==> src/rtl/board_input_fsm.sv <==
// Push-button controller for an N x N chess board: moves the cursor, selects pieces
// and commits moves as a place-then-clear write pair, with optional wrap and turn timeout.
module board_input_fsm #(
    parameter int BOARD_DIM    = 8,
    parameter int PIECE_W      = 4,
    parameter int CURSOR_INIT  = 38,
    parameter int WRAP         = 0,
    parameter int TURN_TIMEOUT = 0,
    localparam int CW = $clog2(BOARD_DIM),
    localparam int AW = 2 * CW
) (
    input  logic                                   clk,
    input  logic                                   reset,
    input  logic                                   allow_move,
    input  logic [BOARD_DIM*BOARD_DIM*PIECE_W-1:0] board,
    input  logic                                   btn_c,
    input  logic                                   btn_u,
    input  logic                                   btn_d,
    input  logic                                   btn_r,
    input  logic                                   btn_l,
    output logic                                   write_en,
    output logic [AW-1:0]                          write_addr,
    output logic [PIECE_W-1:0]                     write_data,
    output logic [2*AW+1:0]                        move_data,
    output logic [2:0]                             state,
    output logic [15:0]                            move_count,
    output logic                                   timeout
);

    typedef enum logic [2:0] {
        ST_START  = 3'd0,
        ST_SELECT = 3'd1,
        ST_MOVE   = 3'd2,
        ST_PLACE  = 3'd3,
        ST_REMOVE = 3'd4
    } state_t;

    localparam bit            WRAP_EN    = (WRAP != 0);
    localparam bit            TIMER_EN   = (TURN_TIMEOUT > 0);
    localparam logic [31:0]   TIMER_LAST = TIMER_EN ? 32'(TURN_TIMEOUT - 1) : 32'd0;
    localparam logic [AW-1:0] CURSOR_RST = AW'(CURSOR_INIT);
    localparam logic [CW-1:0] EDGE_MAX   = '1;

    // Button vector order: 0 = L, 1 = R, 2 = D, 3 = U, 4 = C
    localparam int B_L = 0;
    localparam int B_R = 1;
    localparam int B_D = 2;
    localparam int B_U = 3;
    localparam int B_C = 4;

    state_t cur_state, next_state;

    logic [4:0]         btn_in, btn_s, btn_q, ev;
    logic [AW-1:0]      cursor, cursor_nxt;
    logic [AW-1:0]      sel_loc, sel_loc_nxt;
    logic               sel_valid, sel_valid_nxt;
    logic               turn, turn_nxt;
    logic               write_en_nxt;
    logic [AW-1:0]      write_addr_nxt;
    logic [PIECE_W-1:0] write_data_nxt;
    logic [15:0]        move_count_nxt;
    logic               timeout_nxt;
    logic [31:0]        timer, timer_nxt;

    logic [CW-1:0]      col, row, col_nxt, row_nxt;
    logic [PIECE_W-1:0] cur_piece, sel_piece;
    logic               own_piece, expire, commit;

    assign btn_in = {btn_c, btn_u, btn_d, btn_r, btn_l};
    assign ev     = btn_s & ~btn_q;

    assign col = cursor[AW-1:CW];
    assign row = cursor[CW-1:0];

    assign cur_piece = board[int'(cursor) * PIECE_W +: PIECE_W];
    assign sel_piece = board[int'(sel_loc) * PIECE_W +: PIECE_W];
    assign own_piece = (cur_piece[PIECE_W-2:0] != '0) && (cur_piece[PIECE_W-1] == turn);

    assign expire = TIMER_EN && (timer == TIMER_LAST) &&
                    ((cur_state == ST_SELECT) || (cur_state == ST_MOVE));
    assign commit = (cur_state == ST_MOVE) && ev[B_C] && (cursor != sel_loc) && allow_move;

    // NOTE: state registers use non-blocking assignments so every flop samples
    // pre-edge values regardless of process ordering.
    always_ff @(posedge clk) begin
        if (reset) cur_state <= ST_START;
        else       cur_state <= next_state;
    end

    // NOTE: each always_comb assigns defaults first so no path leaves a variable
    // unassigned, which would otherwise infer a latch.
    always_comb begin
        next_state = cur_state;
        case (cur_state)
            ST_START:  next_state = ST_SELECT;
            ST_SELECT: if (!expire && ev[B_C] && own_piece) next_state = ST_MOVE;
            ST_MOVE: begin
                if (commit)                   next_state = ST_PLACE;
                else if (expire)              next_state = ST_SELECT;
                else if (ev[B_C]) begin
                    if (cursor == sel_loc)    next_state = ST_SELECT;
                    else if (own_piece)       next_state = ST_MOVE;
                    else                      next_state = ST_SELECT;
                end
            end
            ST_PLACE:  next_state = ST_REMOVE;
            ST_REMOVE: next_state = ST_SELECT;
            default:   next_state = ST_START;
        endcase
    end

    // Cursor: one step per cycle, priority L > R > D > U, saturate or wrap at edges
    always_comb begin
        col_nxt = col;
        row_nxt = row;
        if (ev[B_L]) begin
            if (col != '0 || WRAP_EN) col_nxt = col - 1'b1;
        end else if (ev[B_R]) begin
            if (col != EDGE_MAX || WRAP_EN) col_nxt = col + 1'b1;
        end else if (ev[B_D]) begin
            if (row != EDGE_MAX || WRAP_EN) row_nxt = row + 1'b1;
        end else if (ev[B_U]) begin
            if (row != '0 || WRAP_EN) row_nxt = row - 1'b1;
        end
        cursor_nxt = {col_nxt, row_nxt};
    end

    always_comb begin
        turn_nxt       = turn;
        sel_valid_nxt  = sel_valid;
        sel_loc_nxt    = sel_loc;
        write_en_nxt   = write_en;
        write_addr_nxt = write_addr;
        write_data_nxt = write_data;
        move_count_nxt = move_count;
        timeout_nxt    = 1'b0;
        timer_nxt      = timer;
        case (cur_state)
            ST_START: timer_nxt = '0;
            ST_SELECT: begin
                if (expire) begin
                    timeout_nxt   = 1'b1;
                    turn_nxt      = ~turn;
                    sel_valid_nxt = 1'b0;
                    timer_nxt     = '0;
                end else begin
                    timer_nxt = timer + 32'd1;
                    if (ev[B_C] && own_piece) begin
                        sel_loc_nxt   = cursor;
                        sel_valid_nxt = 1'b1;
                    end
                end
            end
            ST_MOVE: begin
                timer_nxt = timer + 32'd1;
                if (commit) begin
                    write_en_nxt   = 1'b1;
                    write_addr_nxt = cursor;
                    write_data_nxt = sel_piece;
                end else if (expire) begin
                    timeout_nxt   = 1'b1;
                    turn_nxt      = ~turn;
                    sel_valid_nxt = 1'b0;
                    timer_nxt     = '0;
                end else if (ev[B_C]) begin
                    if (cursor != sel_loc && own_piece) sel_loc_nxt   = cursor;
                    else                                sel_valid_nxt = 1'b0;
                end
            end
            ST_PLACE: begin
                write_en_nxt   = 1'b1;
                write_addr_nxt = sel_loc;
                write_data_nxt = '0;
                sel_valid_nxt  = 1'b0;
            end
            ST_REMOVE: begin
                write_en_nxt   = 1'b0;
                turn_nxt       = ~turn;
                move_count_nxt = move_count + 16'd1;
                timer_nxt      = '0;
            end
            default: ;
        endcase
    end

    // Button history resets high so a button held through reset yields no event
    always_ff @(posedge clk) begin
        if (reset) begin
            btn_s      <= '1;
            btn_q      <= '1;
            cursor     <= CURSOR_RST;
            turn       <= 1'b0;
            sel_valid  <= 1'b0;
            sel_loc    <= '0;
            write_en   <= 1'b0;
            write_addr <= '0;
            write_data <= '0;
            move_count <= '0;
            timeout    <= 1'b0;
            timer      <= '0;
        end else begin
            btn_s      <= btn_in;
            btn_q      <= btn_s;
            cursor     <= cursor_nxt;
            turn       <= turn_nxt;
            sel_valid  <= sel_valid_nxt;
            sel_loc    <= sel_loc_nxt;
            write_en   <= write_en_nxt;
            write_addr <= write_addr_nxt;
            write_data <= write_data_nxt;
            move_count <= move_count_nxt;
            timeout    <= timeout_nxt;
            timer      <= timer_nxt;
        end
    end

    assign state     = cur_state;
    assign move_data = {turn, sel_valid, sel_loc, cursor};

endmodule

==> config.mk <==
export PLATFORM = sky130hd
export DESIGN_NAME = board_input_fsm
export DESIGN_NICKNAME = d
export VERILOG_FILES = /design/src/rtl/board_input_fsm.sv
export SDC_FILE = /design/constraint.sdc
export NUM_CORES = 1
export LEC_CHECK = 0
export CAP_MARGIN = 25
export CORE_MARGIN = 2
export CORE_UTILIZATION = 45
export DETAILED_ROUTE_END_ITERATION = 8
export PLACE_DENSITY_LB_ADDON = 0.15
export SLEW_MARGIN = 20
export SYNTH_ARGS = -nofsm -noshare
export SYNTH_HDL_FRONTEND = slang
export SYNTH_SLANG_ARGS = --single-unit
==> constraint.sdc <==
create_clock -name clk -period 7.95 [get_ports clk]
set_clock_uncertainty 0.15 [all_clocks]
set_input_delay 1.59 -clock clk [delete_from_list [all_inputs] [get_ports clk]]
set_output_delay 1.59 -clock clk [all_outputs]
set_load 0.03 [all_outputs]
Word level (Yosys, flattened, before mapping):

Index checks and enable logic that the tools add are counted.

* flip-flop bits (word level): 54
* bits in latches: 0
* RAM bits: 0
* memory bits (read-only): 0
* input port bits: 264
* output and inout bits: 45
* logic and storage cells: 98
* memories: 0

* add/sub/neg operators: 5
* $mul: 0
* divide/modulo/power cells: 0
* $lt $le $gt $ge: 0
* eq/ne operators: 18
* shift-type cells: 2
* mux-type cells: 30
* bitwise operators: 5
* reduce and logical (&&, ||, !) cells: 26

Operators by type and width (number)
* 256-bit by 9-bit indexed part select with 4-bit output: 2
* 3-bit two-way mux: 11
* 6-bit two-way mux: 5
* 6-bit case mux with 2 select lines: 2
* 16-bit by 1-bit adder with 16-bit output, second input constant: 1
* 5-bit AND reduction: 3
* 3-bit nonzero test: 5
* 3-bit case mux with 4 select lines: 1
* 2-bit nonzero test: 6
* 2-bit != test, second input constant: 5
* 3-bit != test, second input constant: 3
* 4-bit case mux with 2 select lines: 1
* 3-bit by 1-bit adder with 3-bit output, second input constant: 2
* 3-bit by 2-bit == test with 1-bit output, second input constant: 2
* 6-bit == test: 1
* 1-bit logical AND: 6
* 2-bit by 1-bit != test with 1-bit output, second input constant: 3
* 6-bit != test: 1
* 1-bit case mux with 3 select lines: 2
* 2-bit AND reduction: 3
* 3-bit by 1-bit subtractor with 3-bit output, second input constant: 2
* 5-bit AND: 1
* 1-bit two-way mux: 5
* 5-bit NOT: 1
* other kinds (9): 12

Depth between registers and ports, before layout:

Gate-level depths: netlist of the first run.

* depth in word-level cells: 8
* mapped depth: 12
* depth with buffers taken out: 8

Least setup slack after synthesis of the first run:

No wires, ideal clock.

* path kind: input -> register
* start: input board[15]
* end: register sel_loc[2]
* library setup time: 0.119 ns
* data arrival time: 3.576 ns
* required time: 7.681 ns
* path slack: 4.105 ns
* stages on the path: 9
* path buffers: 1
* path through: mux4_2 -> mux4_2 -> mux2_2 -> nand2_1 -> a2111oi_0 -> a211o_1 -> and3_1 -> buf_6 -> mux2i_1

* longest elaborated chain between the ends: 6
* elaborated cells between the ends (all ways): 8
* those cells by class: eq/ne (3); shift (1); reduce/logical (4)

Ends and longest elaborated chain
* from (decl): RTL line 15 `input logic [BOARD_DIM*BOARD_DIM*PIECE_W-1:0] board,`
* 256-bit by 9-bit indexed part select with 4-bit output *: RTL line 75 `assign cur_piece = board[int'(cursor) * PIECE_W +: PIECE_W];`
* 1-bit == test *: RTL line 77 `assign own_piece = (cur_piece[PIECE_W-2:0] != '0) && (cur_piece[PIECE_W-1] == turn);`
* 1-bit logical AND *: RTL line 77
* 1-bit logical AND (on tied branches): RTL line 166, 148
* 2-bit by 1-bit != test with 1-bit output (no source line) / 2-bit != test (equally long branches)
* 5-bit AND reduction (no source line) *
* to (signal assigned): RTL line 207 `sel_loc <= sel_loc_nxt;`
* to (decl): RTL line 55 `logic [AW-1:0] sel_loc, sel_loc_nxt;`

Mark *: on every way between the ends. The rest lies on a longest branch, timed or not.
A chain may end at the register's enable or synchronous reset.

Worst setup path in the final report of the first run:

* start: input board[12]
* end: register sel_loc[5]

* longest elaborated chain between the ends: 6
* elaborated cells between the ends (all ways): 8
* those cells by class: eq/ne (2); shift (1); reduce/logical (5)

Ends and longest elaborated chain (RTL line)
* 256-bit by 9-bit indexed part select with 4-bit output *: 75
* 3-bit nonzero test *: 77
* 1-bit logical AND *: 77
* 1-bit logical AND (on tied branches): 166, 148
* 2-bit by 1-bit != test with 1-bit output (no source line) / 2-bit != test (equally long branches)
* 5-bit AND reduction (no source line) *

Marks and branches as above.

==> metrics.txt, run 1 <==
Worst Reg2Reg Path Length in Cells=8; dominant synthesized flop cell=dfxtp_1; clk buf depth=2; Ys Warns=0; top post-synthesis cells by area=mux4_2, dfxtp_1, nor2_1; post-CTS setup buffer count=0; Total GRT Usage=33.18%; P_leak=3.075 nW; crit path max fanout=6; vias in the first global route=6829; hold path cells=1; Buf+Inv Stages, Crit Path=1; Final Cell Area=9392 um^2; worst vdd ir=108.7 uV; CTS tree=yes; hold_buf cts=0; die extent in x=121.1 um; Clk pwr share=25.3%; final period utilization=54.95%; Logic pwr share=40.9%; CP startpoint kind=input pin; setup_tns=0 ns; IO Count=309; internal power=0.6245 mW; Mapped Area=6171 um^2; clock sinks=54; NumNets Final=1128; wire length of the first global-routing pass=37.43 mm; Switching Fraction=30.05%; Worst Path Arrival=4.43 ns; Worst slew margin=32.29%; Placer Congestion=0.9347; register share of total power=33.8%; clock transition at the registers of the reported paths=0.07 ns; clock latency at the later pin of the worst-skew pair=0.29 ns; final WL=24.49 mm; Slew Viols, Final=0; via total after detailed routing=6655; Synth top area share=41.24%; initial core utilization=46.41%; required time worst endpoint=8.01 ns; IO Port Bufs=307; Layout Utilization=70.64%; Via density=6.411; CORE AREA=13300 um^2; Crit path depth=9; setup violators final=0; crit-path leading delay family=compound AO/OA/AOI/OAI gates; antenna-violating nets left=0; Synth Register Bits=54; Seq/Total Area, Yosys=17.52%; die height=121.1 um; grt total ovfl=0; post-synth top area cell=mux4_2; largest net degree at the start of global routing=68; Tmin final=4.368 ns; CP endpoint kind=flop; CTS Root Cell=clkbuf_16; FFs w/ async S/R, synth=0%; Post-synth EDFFs=0; Slowest-stage cell, CP=clkdlybuf4s50_1; number of antenna diodes=0; Synth cell types=57; max-cap viol count=0; fmax=0.2289 GHz; DRC violations left=0; Hold Fails Final Rpt=0; measured slew at the worst slew-check pin=1.003 ns; DP Area=9243 um^2; critical path class=input pin to flop; Mapped Cells=601; P&R area growth vs syn=52.19%; # resized after CTS=0; Pwr Density=95.07 nW/um^2; CP max stage delay=0.49 ns; outcome=completed; DRT iter0 DRCs=686; layout cells sized above 1=17.87%; Die ar.=14670 um^2; Sw Pwr=0.2683 mW; RSZ-0062 raised after global routing=false; CTS buffer count=5; Hold Path Class=flop to flop; fillers=973; Mapped Avg Cell Area=10.27 um^2; worst-path cell chain=clkdlybuf4s50_1 > nor2_1 > mux4_2 > a22o_1 > o32a_1 > a2111oi_0 > a211o_1 > and3_1 > mux2i_1; # rows=42; CTS H-tree depth=2; Net Count, Synth=868; drt wl/cell=23.60 um; DR pass1 iterations=5; Final HPWL DP=19.37 mm; number of antenna violations at the first check in global routing=0
-- registers in the layout, indices dropped and copies added, names as in the netlist --
register,count
btn_q,5
btn_s,5
cursor,6
move_count,16
sel_loc,6
sel_valid,1
state,3
turn,1
write_addr,6
write_data,4
write_en,1
-- layout by cell type, fill, tap and decap left out, types with 8 or more instances in the layout --
master             n
xnor2_1           10
nand3_1           14
nor3_1            28
or2_2             12
clkdlybuf4s50_1  306
a2111oi_0         10
dfxtp_1           50
nand2_1           40
nand2b_1          19
nor2b_1           10
a21oi_1           18
mux4_2           113
a211oi_1          12
mux2i_1            8
nor2_1            67
xor2_1            15
o21ai_0           13
-- synthesized netlist by cell type (12+ instances only) --
cell type,instances
xor2_1,15
nor2_1,67
buf_2,12
nor3_1,28
clkbuf_1,36
o21ai_0,13
nand3_1,14
nand2b_1,19
nand2_1,40
dfxtp_1,54
or2_2,12
a21oi_1,18
mux4_2,113
a211oi_1,12
-- power by group through the flow --
stage / Clock, mW / Combinational (mW) / Sequential, mW
2_1_floorplan: 0 / 0.178 / 0.293
3_3_place_gp: 0 / 0.351 / 0.308
3_5_place_dp: 0 / 0.360 / 0.308
4_1_cts: 0.225 / 0.362 / 0.301
5_1_grt: 0.237 / 0.386 / 0.304
6_report: 0.226 / 0.365 / 0.302
-- final cells by class --
cell class	count	area [um^2]	area share (%)
clock inverters	3	23.77	0.2531
flip-flops and latches	54	1094	11.64
inverters	8	30.03	0.3197
multi-input cells	478	4778	50.88
well taps	176	220.2	2.345
repair buffers	314	3120	33.23
clock buffers	5	125.1	1.332
-- routing by layer --
metal  global-route usage [%]  routed length, um  up-vias
li1                         -                  -     2919
met1                    41.91               8966     3293
met5                        0                  0        -
met2                    58.36              12640      404
met4                    8.212                505        0
met3                    6.485               2382       39
-- cell families after synthesis --
group	share of synthesized area [%]
mux	43.82
buf+inv	5.049
other cells	0.06077
simple gates	17.11
flops	17.52
compound gates	12.04
fa+ha+maj	0.8516
xor+xnor	3.548
-- final timing paths --
path / start / end / slack [ns]
worst min register to register: btn_s[3] / btn_q[3] / 0.31
worst max-delay path: board[12] / sel_loc[5] / 3.58
worst min-delay path: btn_s[3] / btn_q[3] / 0.31
worst max register to register: cursor[0] / sel_loc[5] / 3.83
-- through the flow --
stage          cells  power [mW]  setup WS [ns]  hold slack [ns]
2_1_floorplan    601      0.4707          4.105           0.2586
3_3_place_gp    1030      0.6582          3.452           0.2774
3_5_place_dp    1030      0.6678          3.321           0.2872
4_1_cts         1038      0.8885          3.597           0.3054
5_1_grt         1038      0.9271          3.256           0.3143
6_report        1038      0.8929          3.582           0.3054
Power figures use the tool's default switching activity.
==> run 2: changes to the inputs <==
CORE_UTILIZATION = 38   (was 45)
clock period = 4 ns   (was 7.95 ns; I/O delays follow)
==> metrics.txt, run 2 (synthesis results as in run 1) <==
most frequent cells in the layout=clkdlybuf4s50_1, mux4_2, nor2_1, dfxtp_1, nand2_1; Die ar.=17280 um^2 (+18%); Placed Instances=1076 (+4.5%); final cell count without fillers=1089 (+4.9%); Placer Congestion=0.9270 (-0.82%); Via density=6.093 (-5.0%); die extent in x=131.4 um (+8.5%); IO Port Bufs=307 (unchanged); Worst Path Arrival=3.87 ns (-0.56 ns); CTS tree=yes; IO Count=309 (unchanged); CP startpoint kind=input pin; Final HPWL DP=21.05 mm (+8.7%); critical path class=input pin to flop; register share of total power=32.9% (-0.9 points); number of antenna violations at the first check in global routing=4 (+4); DRC violations left=0 (unchanged); worst vdd ir=163.9 uV (+51%); Layout Utilization=60.18% (-10 points); Switching Fraction=29.40% (-0.66 points); internal power=1.265 mW (+100%); DRT iter0 DRCs=523 (-24%); Pwr Density=187.4 nW/um^2 (+97%); Total GRT Usage=29.77% (-3.4 points); most flop-heavy register=move_count; DR pass1 iterations=5 (unchanged); hold path cells=1 (unchanged); NumNets Final=1135 (+0.62%); DP Area=9389 um^2 (+1.6%); most common cell after layout, fill and taps aside=clkdlybuf4s50_1; vias in the first global route=7006 (+2.6%); Hold Path Class=flop to flop; CORE AREA=15890 um^2 (+19%); Reg-to-Reg End=sel_loc[2]; CTS Root Cell=clkbuf_16; antenna-violating nets left=0 (unchanged); fillers=1338 (+38%); Final Power=1.791 mW (+100%); Tmin final=3.808 ns; Slew Viols, Final=0 (unchanged); setup violators final=0 (unchanged); crit path max fanout=6 (unchanged); Hold Fails Final Rpt=0 (unchanged); via total after detailed routing=6635 (-0.30%); CP endpoint kind=flop; Clk pwr share=25.3% (about the same); Sw Pwr=0.5266 mW (+96%); Worst R2R Start=cursor[1]; max-cap viol count=0 (unchanged); # rows=46 (+9.5%); Largest register FFs=16 (unchanged); R2R setup slack=0.28 ns (-3.55 ns); die height=131.4 um (+8.5%); grt total ovfl=0 (unchanged); clock sinks=54 (unchanged); Worst Hold Endpoint=btn_q[3]; worst hold start=btn_s[3]; RSZ-0062 raised after global routing=false; largest net degree at the start of global routing=61 (-10%); final period utilization=95.19%; final WL=26.00 mm (+6.2%); fmax=0.2626 GHz; P_leak=3.119 nW (+1.4%); outcome=completed; drt wl/cell=23.88 um (+1.2%); measured slew at the worst slew-check pin=0.9802 ns (-0.02266 ns); CTS buffer count=5 (unchanged); Worst Reg2Reg Path Length in Cells=8 (unchanged); wire length of the first global-routing pass=40.38 mm (+7.9%); P&R area growth vs syn=54.93%; Worst slew margin=34.65% (+2.4 points); layout cells sized above 1=18.64% (+0.78 points); initial core utilization=38.85% (-7.6 points); WHS=0.3001 ns (-0.005329 ns); required time worst endpoint=4.06 ns (-3.95 ns); hold_buf cts=0 (unchanged); Final Cell Area=9560 um^2 (+1.8%); clock transition at the registers of the reported paths=0.07 ns (about the same); clock latency at the later pin of the worst-skew pair=0.29 ns (about the same); CTS H-tree depth=2 (unchanged); Logic pwr share=41.7% (+0.8 points); clk buf depth=2 (unchanged)
run 2: area by class of cell:
type / count / area, um^2 / share of cell area, %
diodes: 4 / 10.01 / 0.1047
inverters: 8 / 31.28 / 0.3272
flip-flops and latches: 54 / 1095 / 11.45
multi-input cells: 478 / 4780 / 49.99
clock buffers: 6 / 138.9 / 1.453
well taps: 216 / 270.3 / 2.827
repair buffers: 321 / 3219 / 33.67
clock inverters: 2 / 16.27 / 0.1701
run 2: critical path, cell delays in order:
cell	delay [ns]
clkdlybuf4s50_1	0.43
mux4_2	0.54
a32oi_1	0.21
o31a_1	0.19
nand3_1	0.13
a2111oi_1	0.63
a211o_1	0.29
and3_1	0.40
mux2i_1	0.24
run 2: how the worst max path moves through the flow:
stage / to / depth (start not counted) / startpoint / slack, ns
after floorplan: write_data[0] / 8 / sel_loc[0] / 0.92
after global placement: sel_loc[0] / 9 / board[255] / -0.05
after detailed placement: sel_loc[2] / 9 / board[175] / -0.16
after CTS: sel_loc[2] / 9 / board[251] / 0.13
after global routing: sel_loc[4] / 8 / cursor[1] / 0.03
final: sel_loc[2] / 9 / board[251] / 0.19
run 2: power by group through the flow:
| stage | registers, mW | logic, mW | clock network, mW |
|---|---|---|---|
| finish | 0.590 | 0.747 | 0.454 |
| global route | 0.595 | 0.791 | 0.480 |
| CTS | 0.591 | 0.741 | 0.457 |
| detailed placement | 0.604 | 0.738 | 0 |
| global placement | 0.602 | 0.726 | 0 |
| floorplan | 0.582 | 0.354 | 0 |
run 2: what timing repair did:
| action | CTS | global route |
|---|---|---|
| buffers inserted | 0 | 0 |
| setup endpoints to repair | 6 | 6 |
| gates resized for setup | 1 | 1 |
run 2: stage by stage:
stage          TNS, ns  worst slack, ns
6_report             0           0.1923
2_1_floorplan        0           0.9210
4_1_cts              0           0.1283
3_3_place_gp   -0.2478         -0.04715
5_1_grt              0          0.03454
3_5_place_dp   -0.8575          -0.1645
run 2: metal layers:
metal,up-vias,GRT usage (%),wire (um)
met3,47,4.167,1603
met1,3306,37.32,10200
met2,347,52.68,13450
li1,2935,-,-
met4,0,10.14,746
met5,-,0,0
==> run 3: changes to the inputs <==
CORE_MARGIN = unset   (was 2)
==> metrics.txt, run 3 (synthesis results as in run 1) <==
Pwr Density=188.8 nW/um^2 (+0.78%); DRT iter0 DRCs=441 (-16%); NumNets Final=1136 (+0.088%); vias in the first global route=6769 (-3.4%); max-cap viol count=0 (unchanged); Worst R2R Start=cursor[0]; Tmin final=3.704 ns (-0.1037 ns); # rows=46 (unchanged); P_leak=3.133 nW (+0.47%); layout cells sized above 1=18.74% (+0.094 points); CP endpoint=sel_loc[3]; Worst Reg2Reg Path Length in Cells=8 (unchanged); Hold Fails Final Rpt=0 (unchanged); worst setup path startpoint=board[239]; final WL=25.65 mm (-1.3%); die height=129.4 um (-1.5%); clock sinks=54 (unchanged); Total GRT Usage=30.96% (+1.2 points); CP startpoint kind=input pin; Via density=6.028 (-1.1%); setup_tns=0 ns (unchanged); Placer Congestion=0.8849 (-4.5%); drt wl/cell=23.53 um (-1.4%); CTS tree=yes; clk buf depth=2 (unchanged); Final HPWL DP=20.70 mm (-1.7%); clock transition at the registers of the reported paths=0.07 ns (about the same); DR pass1 iterations=5 (unchanged); final period utilization=92.60% (-2.6 points); Largest register FFs=16 (unchanged); measured slew at the worst slew-check pin=0.9470 ns (-0.03326 ns); Worst slew margin=36.07% (+1.4 points); largest net degree at the start of global routing=62 (+1.6%); Die ar.=16750 um^2 (-3.0%); fmax=0.2700 GHz (+2.8%); P&R area growth vs syn=55.27%; CTS Root Cell=clkbuf_16; via total after detailed routing=6571 (-0.96%); CP endpoint kind=flop; critical path class=input pin to flop; DRC violations left=0 (unchanged); wire length of the first global-routing pass=38.60 mm (-4.4%); setup violators final=0 (unchanged); CTS H-tree depth=2 (unchanged); required time worst endpoint=4.07 ns (about the same); die extent in x=129.4 um (-1.5%); most frequent cells in the layout=clkdlybuf4s50_1, mux4_2, nor2_1, dfxtp_1, nand2_1; Final Cell Area=9582 um^2 (+0.22%); Slew Viols, Final=0 (unchanged); Hold Path Class=flop to flop; most common cell after layout, fill and taps aside=clkdlybuf4s50_1; CORE AREA=15890 um^2 (unchanged); Worst Path Arrival=3.78 ns (-0.09 ns); R2R setup slack=0.32 ns (+0.04 ns); Reg-to-Reg End=sel_loc[3]; IO Port Bufs=307 (unchanged); outcome=completed; grt total ovfl=0 (unchanged); RSZ-0062 raised after global routing=false; most flop-heavy register=move_count; clock latency at the later pin of the worst-skew pair=0.29 ns (about the same); crit path max fanout=6 (unchanged); DP Area=9407 um^2 (+0.19%); CTS buffer count=5 (unchanged); hold_buf cts=0 (unchanged); number of antenna violations at the first check in global routing=5 (+1); initial core utilization=38.85% (unchanged); IO Count=309 (unchanged); worst vdd ir=173.8 uV (+6.0%); antenna-violating nets left=0 (unchanged); fillers=1326 (-0.90%)
-- run 3: power by group --
part           total [mW]  switching (mW)  internal (mW)  leakage [nW]
Combinational       0.743           0.277          0.466          2.62
Clock               0.471           0.200          0.271        0.0753
Sequential          0.596          0.0479          0.548         0.441
-- run 3: stage by stage --
stage          hold WS [ns]  utilization (%)  setup slack (ns)  power [mW]  cells
2_1_floorplan        0.2586                -            0.9210      0.9354    601
3_3_place_gp         0.2702            59.22           0.09531       1.333   1078
3_5_place_dp         0.2729            59.22           0.01008       1.345   1078
4_1_cts              0.2889            60.23            0.1191       1.811   1086
5_1_grt              0.3033            60.32            0.1010       1.882   1090
6_report             0.2860            60.32            0.2960       1.809   1090
-- run 3: final cells by class --
cell class	count	area (um^2)	area share [%]
Tap cell	216	270.3	2.821
Antenna cell	4	10.01	0.1045
Sequential cell	54	1097	11.45
Clock buffer	7	153.9	1.606
Multi-Input combinational cell	478	4778	49.87
Clock inverter	1	7.507	0.07835
Timing Repair Buffer	322	3231	33.72
Inverter	8	33.78	0.3526
-- run 3: layer usage --
metal	up-vias	track usage, %	wire, um	share of wire [%]
met5	-	0	9	0.035
met4	2	10.74	741	2.9
met3	49	4.872	1628	6.3
met2	324	55.91	13350	52
met1	3258	37.43	9928	39
li1	2938	-	-	-
-- run 3: how the worst min path moves through the flow --
stage / cells after the start / slack, ns / from / endpoint
2_1_floorplan: 1 / 0.26 / btn_s[0] / btn_q[0]
3_3_place_gp: 1 / 0.27 / btn_s[0] / btn_q[0]
3_5_place_dp: 1 / 0.27 / btn_s[0] / btn_q[0]
4_1_cts: 1 / 0.29 / btn_s[0] / btn_q[0]
5_1_grt: 1 / 0.30 / btn_s[0] / btn_q[0]
6_report: 1 / 0.29 / btn_s[0] / btn_q[0]
-- run 3: what timing repair did --
| item | 4_1_cts | 5_1_grt |
|---|---|---|
| endpoints found under the setup margin | 0 | 6 |
| gates resized for setup | 0 | 1 |
| setup buffers | 0 | 0 |
-- run 3: critical path: stages --
cell	delay (ns)
clkdlybuf4s50_1	0.42
mux4_2	0.52
a32oi_1	0.22
o31a_1	0.19
nand3_1	0.11
a2111oi_0	0.60
a211o_1	0.28
and3_1	0.40
mux2i_1	0.23
